===== src/rtl/ps2_rx_fifo_if.sv =====
// rtl/ps2_rx_fifo_if.sv - driver-side byte pop handshake and status of the PS/2 receiver
interface ps2_rx_fifo_if;
    logic       nextdata_n;
    logic [7:0] data;
    logic       ready;
    logic       overflow;
    logic       frame_err;

    modport master (
        output nextdata_n,
        input  data,
        input  ready,
        input  overflow,
        input  frame_err
    );

    modport slave (
        input  nextdata_n,
        output data,
        output ready,
        output overflow,
        output frame_err
    );
endinterface


===== src/rtl/ps2_rx_fifo.sv =====
// rtl/ps2_rx_fifo.sv - PS/2 device-to-host deframer feeding a small byte FIFO
// Define PS2_PARITY_CHECK_EN to reject frames failing odd parity.
module ps2_rx_fifo #(
    parameter int FIFO_AW        = 3,
    parameter int TIMEOUT_CYCLES = 50000
) (
    input  logic         CLOCK_50,
    input  logic         clrn,
    input  logic         PS2_CLK,
    input  logic         PS2_DAT,
    ps2_rx_fifo_if.slave host
);
    localparam int DEPTH = 2 ** FIFO_AW;
    localparam int TW    = $clog2(TIMEOUT_CYCLES + 1);

    logic               clk_s1, clk_s2, clk_prev;
    logic               dat_s1, dat_s2;
    logic [3:0]         bitcnt;
    logic [9:0]         sr;
    logic [TW-1:0]      tcnt;
    logic [FIFO_AW:0]   wptr, rptr;
    logic [7:0]         mem [DEPTH];
    logic               overflow_q, frame_err_q;

    logic fall, stop_fall, parity_ok, frame_ok, empty, full, pop, push;

    always_ff @(posedge CLOCK_50 or negedge clrn) begin
        if (!clrn) begin
            clk_s1   <= 1'b1;
            clk_s2   <= 1'b1;
            clk_prev <= 1'b1;
            dat_s1   <= 1'b1;
            dat_s2   <= 1'b1;
        end else begin
            clk_s1   <= PS2_CLK;
            clk_s2   <= clk_s1;
            clk_prev <= clk_s2;
            dat_s1   <= PS2_DAT;
            dat_s2   <= dat_s1;
        end
    end

    assign fall      = clk_prev & ~clk_s2;
    assign stop_fall = fall && (bitcnt == 4'd10);

    // sr[0] holds the start bit, sr[8:1] the byte, sr[9] parity; stop is the live sample.
`ifdef PS2_PARITY_CHECK_EN
    assign parity_ok = ^sr[9:1];
`else
    logic unused_parity;
    assign unused_parity = sr[9];
    assign parity_ok     = 1'b1;
`endif
    assign frame_ok = ~sr[0] & dat_s2 & parity_ok;

    assign empty = (wptr == rptr);
    assign full  = (wptr[FIFO_AW-1:0] == rptr[FIFO_AW-1:0]) && (wptr[FIFO_AW] != rptr[FIFO_AW]);
    assign pop   = ~host.nextdata_n & ~empty;
    // A pop in the same cycle frees the slot, so a full FIFO can still accept.
    assign push  = stop_fall && frame_ok && (!full || pop);

    always_ff @(posedge CLOCK_50) begin
        if (push) begin
            mem[wptr[FIFO_AW-1:0]] <= sr[8:1];
        end
    end

    always_ff @(posedge CLOCK_50 or negedge clrn) begin
        if (!clrn) begin
            bitcnt      <= 4'd0;
            sr          <= 10'd0;
            tcnt        <= '0;
            wptr        <= '0;
            rptr        <= '0;
            overflow_q  <= 1'b0;
            frame_err_q <= 1'b0;
        end else begin
            frame_err_q <= 1'b0;
            if (pop) begin
                rptr <= rptr + 1'b1;
            end
            if (push) begin
                wptr <= wptr + 1'b1;
            end
            if (fall) begin
                tcnt <= '0;
                if (bitcnt == 4'd10) begin
                    bitcnt <= 4'd0;
                    if (!frame_ok) begin
                        frame_err_q <= 1'b1;
                    end else if (full && !pop) begin
                        overflow_q <= 1'b1;
                    end
                end else begin
                    sr     <= {dat_s2, sr[9:1]};
                    bitcnt <= bitcnt + 4'd1;
                end
            end else if (bitcnt != 4'd0) begin
                if (tcnt == TW'(TIMEOUT_CYCLES - 1)) begin
                    tcnt        <= '0;
                    bitcnt      <= 4'd0;
                    frame_err_q <= 1'b1;
                end else begin
                    tcnt <= tcnt + 1'b1;
                end
            end
        end
    end

    assign host.data      = mem[rptr[FIFO_AW-1:0]];
    assign host.ready     = ~empty;
    assign host.overflow  = overflow_q;
    assign host.frame_err = frame_err_q;
endmodule


===== src/flat_wrapper.sv =====
// flat-port wrapper written by rule: the top's interface ports become plain ports
module ps2_rx_fifo_flat 
#(
    parameter int FIFO_AW        = 3,
    parameter int TIMEOUT_CYCLES = 50000
)
  (CLOCK_50, clrn, PS2_CLK, PS2_DAT, host_nextdata_n, host_data, host_ready, host_overflow, host_frame_err);
  ps2_rx_fifo_if host_i ();
  input  logic CLOCK_50;
  input  logic clrn;
  input  logic PS2_CLK;
  input  logic PS2_DAT;
  input wire logic [$bits(host_i.nextdata_n)-1:0] host_nextdata_n;
  output wire logic [$bits(host_i.data)-1:0] host_data;
  output wire logic [$bits(host_i.ready)-1:0] host_ready;
  output wire logic [$bits(host_i.overflow)-1:0] host_overflow;
  output wire logic [$bits(host_i.frame_err)-1:0] host_frame_err;
  assign host_i.nextdata_n = host_nextdata_n;
  assign host_data = host_i.data;
  assign host_ready = host_i.ready;
  assign host_overflow = host_i.overflow;
  assign host_frame_err = host_i.frame_err;
  ps2_rx_fifo #(.FIFO_AW(FIFO_AW), .TIMEOUT_CYCLES(TIMEOUT_CYCLES)) u_core (.CLOCK_50(CLOCK_50), .clrn(clrn), .PS2_CLK(PS2_CLK), .PS2_DAT(PS2_DAT), .host(host_i));
endmodule

===== config.mk =====
export PLATFORM = sky130hd
export DESIGN_NAME = ps2_rx_fifo_flat
export DESIGN_NICKNAME = d
export VERILOG_FILES = /design/src/rtl/ps2_rx_fifo_if.sv /design/src/rtl/ps2_rx_fifo.sv /design/src/flat_wrapper.sv
export SDC_FILE = /design/constraint.sdc
export NUM_CORES = 1
export LEC_CHECK = 0
export ABC_AREA = 1
export BUFFER_PORTS_ARGS = -buffer_cell sky130_fd_sc_hd__buf_2
export CORE_ASPECT_RATIO = 2
export CORE_MARGIN = 2
export CORE_UTILIZATION = 48
export DETAILED_ROUTE_END_ITERATION = 16
export PLACE_DENSITY = 0.63
export SLEW_MARGIN = 10
export SYNTH_ARGS = -nofsm -noshare
export SYNTH_HDL_FRONTEND = slang
export SYNTH_SLANG_ARGS = --single-unit

===== constraint.sdc =====
create_clock -name CLOCK_50 -period 5.8 [get_ports CLOCK_50]
set_clock_uncertainty 0.1 [all_clocks]
set_input_delay 0.87 -clock CLOCK_50 [delete_from_list [all_inputs] [get_ports CLOCK_50]]
set_output_delay 0.87 -clock CLOCK_50 [all_outputs]
set_load 0.01 [all_outputs]

* Word level (Yosys, flattened, before mapping)
Memory sizes are Yosys's and may differ from the RTL's. Index checks and enable logic that the tools add are counted.
Word-level totals: register bits after elaboration 45, RAM bits 64, input port bits 5, output and inout port bits 11, word-level logic and storage cells 58, memories 1
Cells by class: $add $sub $neg 4, equality and inequality tests 5, mux-type cells 14, bitwise logic cells 8, reductions and logical operators 14
Memory list:
- u_core.mem | depth 8, bits a word 8, read ports 1, clocked after memory_dff 0, wr ports 1, RTL line ps2_rx_fifo.sv:22 | logic [7:0] mem [DEPTH];
Operators by type and width (number):
- 2-to-1 mux 16 bit | 3
- adder 16 x 1 -> 16 bit, second input constant | 1
- equality test 16 bit, second input constant | 1
- 2-to-1 mux 4 bit | 4
- adder 4 x 1 -> 4 bit, second input constant | 3
- 2-to-1 mux 1 bit | 7
- logical AND 1 bit | 5
- inverter 1 bit | 5
- equality test 4 bit | 1
- equality test 4 bit, second input constant | 1
- AND reduction 2 bit | 2
- AND reduction 4 bit | 1
- nonzero test 2 bit | 2
- nonzero test 4 bit | 1
- AND 1 bit | 3
- equality test 3 bit | 1
- logical NOT 1 bit | 2
- logical OR 1 bit | 1
- inequality test 1 bit | 1

* Logic depth before layout (Yosys ltp)
Gate-level depths: netlist (run 1).
word-level depth 7, depth in mapped cells 9

* Worst setup path before layout (run 1)
OpenSTA, ideal clock, no wires.
kind register to output, from register u_core.rptr[0], to output host_data[4], data arrival time 1.149 ns, setup slack 3.681 ns, stages on the path, launching flop included 7, buffers on the path 2, path through dfrtp_1 > buf_4 > clkbuf_1 > o21ai_0 > o22ai_1 > nand2_1 > nand2_1
Between the ends: word-level cells in the longest chain between the ends 1
Ends and longest elaborated chain:
- start, declared | RTL line ps2_rx_fifo.sv:21 | logic [FIFO_AW:0] wptr, rptr;
- start signal, assigned | RTL line ps2_rx_fifo.sv:80 | rptr <= rptr + 1'b1;
- memory read (8 x 8 bit)
- end, declared | RTL line flat_wrapper.sv:14 | output wire logic [$bits(host_i.data)-1:0] host_data;
No other way between the ends.

* Final worst setup path (run 1)
from register u_core.rptr[0], to output host_ready
Between the ends: word-level cells in the longest chain between the ends 2
Ends and longest elaborated chain:
- equality test 4 bit | RTL line ps2_rx_fifo.sv:56 | assign empty = (wptr == rptr);
- inverter 1 bit | RTL line ps2_rx_fifo.sv:111 | assign host.ready = ~empty;
- end, declared | RTL line flat_wrapper.sv:15 | output wire logic [$bits(host_i.ready)-1:0] host_ready;
No other way between the ends.

==> results.txt, run 1 <==
The critical-path maximum fanout came out at 37. 0 antenna diodes ended up in the layout. The floorplan step set the die width to 75.3 µm. The reported net switching power is 0.000809 W. By count the netlist is led by 135 x sky130_fd_sc_hd__nand2_1, 70 x sky130_fd_sc_hd__nor2_1, 64 x sky130_fd_sc_hd__edfxtp_1.

STA classifies the critical path startpoint as a register. The number of gates resized after cts is 0. The post-synth net total came out at 505. The sequential cell area came out at 3050 µm². The final RePlAce weighted congestion is 0.873. The total setup buffers inserted after CTS is 0. The endpoint arrival time on the critical path came out at 2.52 ns. The actual transition at the worst max-transition pin came out at 1.18 ns. For this run the aggregate overflow at the end of global routing stands at 0. Summed over all layers, the routed wires come to 9550 µm. The max-slew violation count came to 0. The final worst-path cycle share is 0.602. The net switching share of the total power came out at 0.360.

The post-synthesis async set-or-reset flop share came out at 0.413. For this run, the top clock speed supported by timing is 286 MHz. The die covers 11,000 µm². Of the cells placed in the final design, the portion with a size suffix greater than 1 is 0.106. By instance count, the leading cell after synthesis is sky130_fd_sc_hd__nand2_1.

The number of nets in the layout is 516. The number of remaining DRC errors came out at 0. The clock drives 109 sinks. The number of filler cells placed in the layout came out at 945.

The area of the mapped netlist came out at 4880 µm². Across the VDD grid, the largest voltage drop is 0.328 mV. After clock tree synthesis, the clock-pin slew on the worst setup and hold paths is 0.07 ns.

The cell sitting at the root of the clock tree is a sky130_fd_sc_hd__clkbuf_16. The global routing met2 resource utilization came out at 0.343. The vertical extent of the die came out at 147 µm.

The detailed router finished its first iteration with 205 violations. The sequential element share of the synthesized area came out at 0.626. The vias per cell is 5.10.

The Yosys warning count is 0. The hold violation total from the final report came out at 0. The later pin in the worst-skew pair is clocked with a latency of 0.35 ns. The post-synthesis instance total came out at 494.

The areal power density over the cells is 421 nW/µm². The headroom to the max-slew limit came out at 0.215. The post-DP HPWL is 6670 µm. The required time of the worst setup path came out at 4.83 ns.

The layout overhead on the synthesized area came out at 9.34%. The number of enable-type register cells in the synthesized netlist is 64. In this run the worst hold path is classified as register to register. The distinct cell type count of the synthesized netlist came out at 34. The via count is 3,288. The multi-input logic area is 1610 µm². Setup violations remaining at the end of the flow were counted as 0.

The kind of critical path is register to primary output. The combinational share of power is 0.248. The area share of the leading cell type in the synthesized netlist came out at 0.394.

The post-synthesis area per instance is 9.87 µm². The detailed-router iteration count before antenna repair is 4. By area the synthesized netlist is led by sky130_fd_sc_hd__edfxtp_1 39%, sky130_fd_sc_hd__dfrtp_1 21%, sky130_fd_sc_hd__nand2_1 10%, sky130_fd_sc_hd__nor2_1 5.4%, sky130_fd_sc_hd__o21ai_0 3.8%.

The layer carrying the most global-route usage is met2. The relative contribution of sequential cells to total power is 0.485. The top-level port count is 16.

In this run the standard cell core region covers 10,000 µm². The accumulated negative setup slack came out at 0 ns. The pin count of the biggest net entering global routing came out at 46. The clock network fraction of total power came out at 0.267. The total track usage is 0.189. The via count of the first global-routing pass came out at 3,283. For this configuration, the core starts out at a cell density of 0.487. The TritonCTS clock tree is yes. The post-route antenna net violation count is 0.

Once layout is complete, the utilization of the core stands at 0.532. The maximum buffer depth of the clock tree is 2. The total number of placement rows came out at 52. The number of buffers inserted for hold repair after clock tree synthesis came out at 0. Setup repair after global routing left no endpoint under its margin. For this design the static power due to leakage is 2.19 nW. The count of state elements after synthesis is 109.

sky130_fd_sc_hd__edfxtp_1 takes more of the synthesized area than any other cell. Counting the buffers created by CTS gives 9. The number of violations of the max-capacitance limit is 0. The top flip-flop cell by instance count after synthesis is sky130_fd_sc_hd__edfxtp_1. The flow ran to the end, and the final reports show no timing, DRC or antenna violations. The initial antenna violation count is 0.

The worst path needs 3.49 ns of the cycle, external delays included. STA classifies the critical path endpoint as a primary output. The met3 global-route usage came out at 0.0317.

After detailed routing, the average wire length per cell comes to 14.8 µm. The wire length of the first global-routing pass is 15,600 µm. The met1 layer usage reported by global route came out at 0.204. The number of buffer cells added on primary ports is 15. The internal power contribution came out at 0.00144 W. In this run the number of H-tree levels came out at 3.
==> worst max-delay path, cell delays in order (launching register included) <==
cell,delay (ns)
sky130_fd_sc_hd__dfrtp_1,1.12
sky130_fd_sc_hd__inv_4,0.33
sky130_fd_sc_hd__nand2_1,0.17
sky130_fd_sc_hd__nand2_2,0.08
sky130_fd_sc_hd__nor2_4,0.16
sky130_fd_sc_hd__nand3_2,0.14
sky130_fd_sc_hd__buf_2,0.17
==> sequential cells by signal, indices dropped and copies added, names as in the netlist, 4 cells and up <==
name           cells
u_core.tcnt       16
u_core.sr         10
u_core.rptr        4
u_core.bitcnt      4
u_core.wptr        4
u_core.mem        64
==> cells in the final DEF, fill, tap and decap left out, types with 6 or more instances in the layout <==
| cell type | n |
|---|---|
| sky130_fd_sc_hd__inv_1 | 33 |
| sky130_fd_sc_hd__clkbuf_16 | 9 |
| sky130_fd_sc_hd__nand2_1 | 135 |
| sky130_fd_sc_hd__o22ai_1 | 17 |
| sky130_fd_sc_hd__nand2_2 | 6 |
| sky130_fd_sc_hd__dfrtp_1 | 40 |
| sky130_fd_sc_hd__ha_1 | 6 |
| sky130_fd_sc_hd__o21ai_0 | 37 |
| sky130_fd_sc_hd__edfxtp_1 | 64 |
| sky130_fd_sc_hd__xor2_1 | 6 |
| sky130_fd_sc_hd__buf_2 | 15 |
| sky130_fd_sc_hd__nand3_1 | 21 |
| sky130_fd_sc_hd__nor2_1 | 70 |
==> worst paths after layout <==
check	start	to	slack [ns]	depth (start not counted)
min in group asynchronous	clrn	u_core.tcnt[12]	0.60	1
setup reg to reg	u_core.rptr[0]	u_core.mem[3][3]	2.81	7
setup / recovery	u_core.rptr[0]	host_ready	2.31	6
hold reg to reg	u_core.dat_s1	u_core.dat_s2	0.26	0
max in group asynchronous	clrn	u_core.sr[5]	4.37	1
hold / removal	u_core.dat_s1	u_core.dat_s2	0.26	0
==> logic make-up (layout without fill, tap and decap cells) <==
kind of cell	Yosys count	in the layout	synth area share
buf+inv	51	67	0.0439
flops	109	109	0.626
fa+ha+maj	6	6	0.0154
simple gates	249	249	0.215
xor+xnor	12	12	0.0231
compound gates	67	67	0.0762
==> per-layer routing <==
layer	wire, µm	part of all wire
met5	0	0
met2	5350	0.56
met3	169	0.018
met4	282	0.030
met1	3740	0.39
==> cell type report <==
type / instances / share of cell area
clock inverters: 7 / 0.0117
inverters: 36 / 0.0258
well taps: 135 / 0.0317
repair buffers: 15 / 0.0141
multi-input cells: 334 / 0.302
flip-flops and latches: 109 / 0.573
clock buffers: 9 / 0.0422
==> power by group through the flow <==
stage	Clock, W	Combinational (W)	Sequential, W
final	0.000600	0.000556	0.00109
after global routing	0.000636	0.000640	0.00111
after CTS	0.000611	0.000567	0.00109
after detailed placement	0	0.000565	0.00111
after global placement	0	0.000544	0.00110
after floorplan	0	0.000476	0.00101
==> per-stage QoR <==
| step | std cells | total power (W) | hold slack, ns | worst slack, ns | area (µm²) |
|---|---|---|---|---|---|
| floorplan | 494 | 0.00149 | 0.245 | 3.68 | 4880 |
| global placement | 629 | 0.00164 | 0.246 | 2.77 | 5040 |
| finish | 645 | 0.00225 | 0.257 | 2.31 | 5330 |
| global route | 645 | 0.00239 | 0.263 | 2.09 | 5330 |
| detailed placement | 629 | 0.00167 | 0.247 | 2.65 | 5040 |
| CTS | 645 | 0.00227 | 0.258 | 2.28 | 5330 |
(Power assumes the default switching activity.)
==> run 2: changes to the inputs <==
--- a/config.mk
+++ b/config.mk
@@ -5,7 +5,7 @@
 export SDC_FILE = /design/constraint.sdc
 export NUM_CORES = 1
 export LEC_CHECK = 0
-export ABC_AREA = 1
+export ABC_AREA = 0
 export BUFFER_PORTS_ARGS = -buffer_cell sky130_fd_sc_hd__buf_2
 export CORE_ASPECT_RATIO = 2
 export CORE_MARGIN = 2
==> constraint.sdc (replaced) <==
create_clock -name CLOCK_50 -period 3.4 [get_ports CLOCK_50]
set_clock_uncertainty 0.1 [all_clocks]
set_input_delay 0.51 -clock CLOCK_50 [delete_from_list [all_inputs] [get_ports CLOCK_50]]
set_output_delay 0.51 -clock CLOCK_50 [all_outputs]
set_load 0.01 [all_outputs]
==> run 2 against run 1 <==
First-iteration DRC count decreased by 30%. Worst setup slack got worse by 1.7 ns. Core utilization increased by 0.67 points. Non-clock buffer count increased by 8. Register-to-register slack got worse by 2.0 ns.
==> results.txt, run 2 <==
In the post-synthesis netlist, the biggest area contributors are sky130_fd_sc_hd__edfxtp_1 40%, sky130_fd_sc_hd__dfrtp_1 21%, sky130_fd_sc_hd__mux4_2 7.6%, sky130_fd_sc_hd__mux2_2 4.7%, sky130_fd_sc_hd__dfstp_2 2.8%. The final RePlAce weighted congestion is 0.909 (+4.1%). The total setup buffers inserted after CTS came out at 0 (unchanged). The antenna cell count was 0 (unchanged). The number of nets in the layout is 351 (-32%). The number of DRC markers in iteration 0 is 144 (-30%). The root buffer cell chosen for the clock tree is sky130_fd_sc_hd__clkbuf_16. The critical-path maximum fanout is 16 (-57%). The ratio of cells with drive above 1 in the final layout is 0.238 (+0.132). The count of clock tree sinks is 109 (unchanged). Setup repair after global routing left no endpoint under its margin. The relative contribution of sequential cells to total power is 0.516 (+0.031). The post-route antenna net violation count was 0 (unchanged).

The count of endpoints failing setup in the final report is 0 (unchanged). The count of placed standard cells in the final layout, fillers left out is 477 (-26%). The via count of the first global-routing pass came out at 2,818 (-14%).

The class of the tightest hold or removal check is primary input to register. The time the final worst path needs with I/O delays and setup is 2.83 ns. The total number of placement rows came out at 51 (-1.9%). The detailed-router iteration count before antenna repair came out at 4 (unchanged).

The accumulated negative setup slack is 0 ns (unchanged). The sequential element share of the synthesized area came to 0.641 (+0.0146). The endpoint arrival time on the critical path is 2.22 ns (-0.30 ns). The number of remaining DRC errors came out at 0 (unchanged).

In the synthesized netlist the dominant register cell turns out to be sky130_fd_sc_hd__edfxtp_1. The post-synthesis instance total came out at 325 (-34%). The wire length of the first global-routing pass came out at 14,800 µm (-5.0%). The leakage power came out at 1.88 nW (-14%). The post-synth net total is 336 (-33%). The total congestion overflow is 0 (unchanged). The post-placement cell count came out at 461 (-27%). The TritonCTS clock tree is yes. The clock network fraction of total power came out at 0.255 (-0.012). The number of gates resized after cts came out at 0 (unchanged). The largest total area in the synthesized netlist belongs to sky130_fd_sc_hd__edfxtp_1.

The maximum vdd drop is 0.375 mV (+14%). The setup path with the least slack is of type register to primary output. The final non-filler cell area came out at 5230 µm² (-2.0%). By instance count, the leading cell after synthesis is sky130_fd_sc_hd__edfxtp_1. The post-synthesis area per instance is 14.7 µm² (+49%). The total routed wirelength is 9520 µm (-0.29%). The vertical extent of the die is 145 µm (-1.1%). Leaving out fill and tap cells, the most frequent cell in the layout is sky130_fd_sc_hd__edfxtp_1. The number of violations of the max-capacitance limit is 0 (unchanged).

The flip-flop count of the largest register after layout was 64 (unchanged). The area share of the leading cell type in the synthesized netlist is 0.403 (+0.00921). The reported net switching power came out at 0.00118 W (+46%). The worst setup path is captured at a primary output. The post-detailed-placement cell area was 4950 µm² (-1.8%). The total track usage came out at 0.189 (about the same).

The area of the mapped netlist came to 4760 µm² (-2.3%). The routed wire length per instance came to 20.0 µm (+35%). The net switching share of the total power is 0.312 (-0.0485). Compared with the post-synthesis result, the final layout area differs by 9.69%. The distinct cell type count of the synthesized netlist is 50 (+47%). The hold violation total from the final report is 0 (unchanged). The number of buffers added by the clock tree synthesis step is 9 (unchanged). The number of buffers inserted for hold repair after clock tree synthesis is 0 (unchanged). The top achievable clock speed came out at 353 MHz. The startpoint kind of the worst setup timing path is a register. The flow ran to the end, and the final reports show no timing, DRC or antenna violations. The clock latency of the later-clocked register in the worst-skew pair came out at 0.35 ns (about the same). The top-level port count came out at 16 (unchanged). The maximum buffer depth of the clock tree is 2 (unchanged). The number of enable-type register cells in the synthesized netlist came out at 64 (unchanged). The pin count of the biggest net entering global routing came out at 46 (unchanged). The final total power came out at 0.00380 W (+69%). The via count came to 2,770 (-16%). The x dimension of the die is 74.5 µm (-1.1%).

The max-slew violation count came out at 0 (unchanged). The utilization after layout came out at 0.539 (+0.00674). Of the available clock period, the critical path in the final layout requires 0.834. The library cells used most frequently in the layout, excluding fill and tap cells, are 64 x sky130_fd_sc_hd__edfxtp_1, 40 x sky130_fd_sc_hd__dfrtp_1, 21 x sky130_fd_sc_hd__nand2_1.

The number of filler cells placed in the layout was 859 (-9.1%). The vias per cell is 5.81 (+14%). The post-synthesis async set-or-reset flop share came to 0.413 (unchanged). The required time of the worst setup path came out at 2.79 ns (-2.04 ns). By count the netlist is led by 64 x sky130_fd_sc_hd__edfxtp_1, 40 x sky130_fd_sc_hd__dfrtp_1, 21 x sky130_fd_sc_hd__nand2_1. The H-tree depth reported by CTS came out at 3 (unchanged). The area enclosed by the die boundary came out at 10,800 µm² (-2.2%).

The initial antenna violation count came out at 0 (unchanged). The count of state elements after synthesis came to 109 (unchanged). The areal power density over the cells came to 727 nW/µm² (+72%). The internal power contribution was 0.00262 W (+82%). The actual transition at the worst max-transition pin is 1.02 ns (-0.157 ns). The combinational share of power is 0.229 (-0.019). The CTS clock-pin slew for the worst setup and hold paths is 0.07 ns (about the same). The Yosys warning count is 0 (unchanged). The core area is 9700 µm² (-3.2%). The starting density of the core came out at 0.491 (+0.00459).

The post-DP HPWL is 6760 µm (+1.4%). The headroom to the max-slew limit is 0.320 (+0.105). The number of buffer cells added on primary ports is 15 (unchanged).
[run 2: cell types whose count changed after synthesis, moves of 20 or more]
| cell | delta |
|---|---|
| sky130_fd_sc_hd__nand2_1 | -114 |
| sky130_fd_sc_hd__nor2_1 | -60 |
| sky130_fd_sc_hd__o21ai_0 | -35 |
| sky130_fd_sc_hd__inv_1 | -27 |
| sky130_fd_sc_hd__mux2_2 | +20 |
[run 2: final timing paths]
check,endpoint,slack (ns),start,cells after the start
setup / recovery,host_data[1],0.57,u_core.rptr[0],4
hold / removal,u_core.dat_s1,0.15,PS2_DAT,1
setup reg to reg,u_core.mem[3][4],0.77,u_core.bitcnt[0],6
hold reg to reg,u_core.dat_s2,0.26,u_core.dat_s1,0
max in group asynchronous,u_core.sr[3],2.34,clrn,1
min in group asynchronous,u_core.tcnt[13],0.22,clrn,1
[run 2: final cells by class]
| class | instances | area, µm² | area share |
|---|---|---|---|
| Inverter | 6 | 22.5 | 0.00431 |
| Timing Repair Buffer | 23 | 135 | 0.0259 |
| Tap cell | 132 | 165 | 0.0316 |
| Clock inverter | 6 | 43.8 | 0.00838 |
| Multi-Input combinational cell | 191 | 1580 | 0.302 |
| Clock buffer | 10 | 229 | 0.0438 |
| Sequential cell | 109 | 3050 | 0.584 |
[run 2: power by group through the flow]
stage	Combinational [W]	Clock, W	Sequential [W]
after detailed placement	0.000884	0	0.00199
after global routing	0.000956	0.00104	0.00199
after CTS	0.000887	0.000994	0.00196
after floorplan	0.000737	0	0.00180
final	0.000868	0.000970	0.00196
after global placement	0.000872	0	0.00199
[run 2: cells by family (layout without fill, tap and decap cells)]
family	Yosys count	in the layout	share of synthesized area
AO/OA/AOI/OAI	41	41	0.0580
XOR/XNOR	12	12	0.0221
adder cells (fa/ha/maj)	6	6	0.0158
buffers and inverters	25	45	0.0281
flip-flops	109	109	0.641
multiplexers	37	37	0.125
AND/OR/NAND/NOR	95	95	0.110
[run 2: critical path, cell delays in order (launching register included)]
cell	delay, ns
sky130_fd_sc_hd__dfrtp_1	0.49
sky130_fd_sc_hd__buf_4	0.36
sky130_fd_sc_hd__mux4_2	0.59
sky130_fd_sc_hd__mux2_2	0.29
sky130_fd_sc_hd__buf_2	0.14
[run 2: metal layers]
metal | vias up | global-route usage | share of wire
met2 | 60 | 0.362 | 0.59
li1 | 1283 | - | -
met4 | 0 | 0.0848 | 0.028
met5 | - | 0 | 0
met1 | 1409 | 0.184 | 0.35
met3 | 18 | 0.0299 | 0.026
[run 2: per-stage QoR]
step | hold slack (ns) | setup WS (ns)
6_report | 0.151 | 0.565
5_1_grt | 0.148 | 0.459
4_1_cts | 0.144 | 0.536
3_5_place_dp | 0.249 | 0.756
3_3_place_gp | 0.246 | 0.887
2_1_floorplan | 0.114 | 0.692
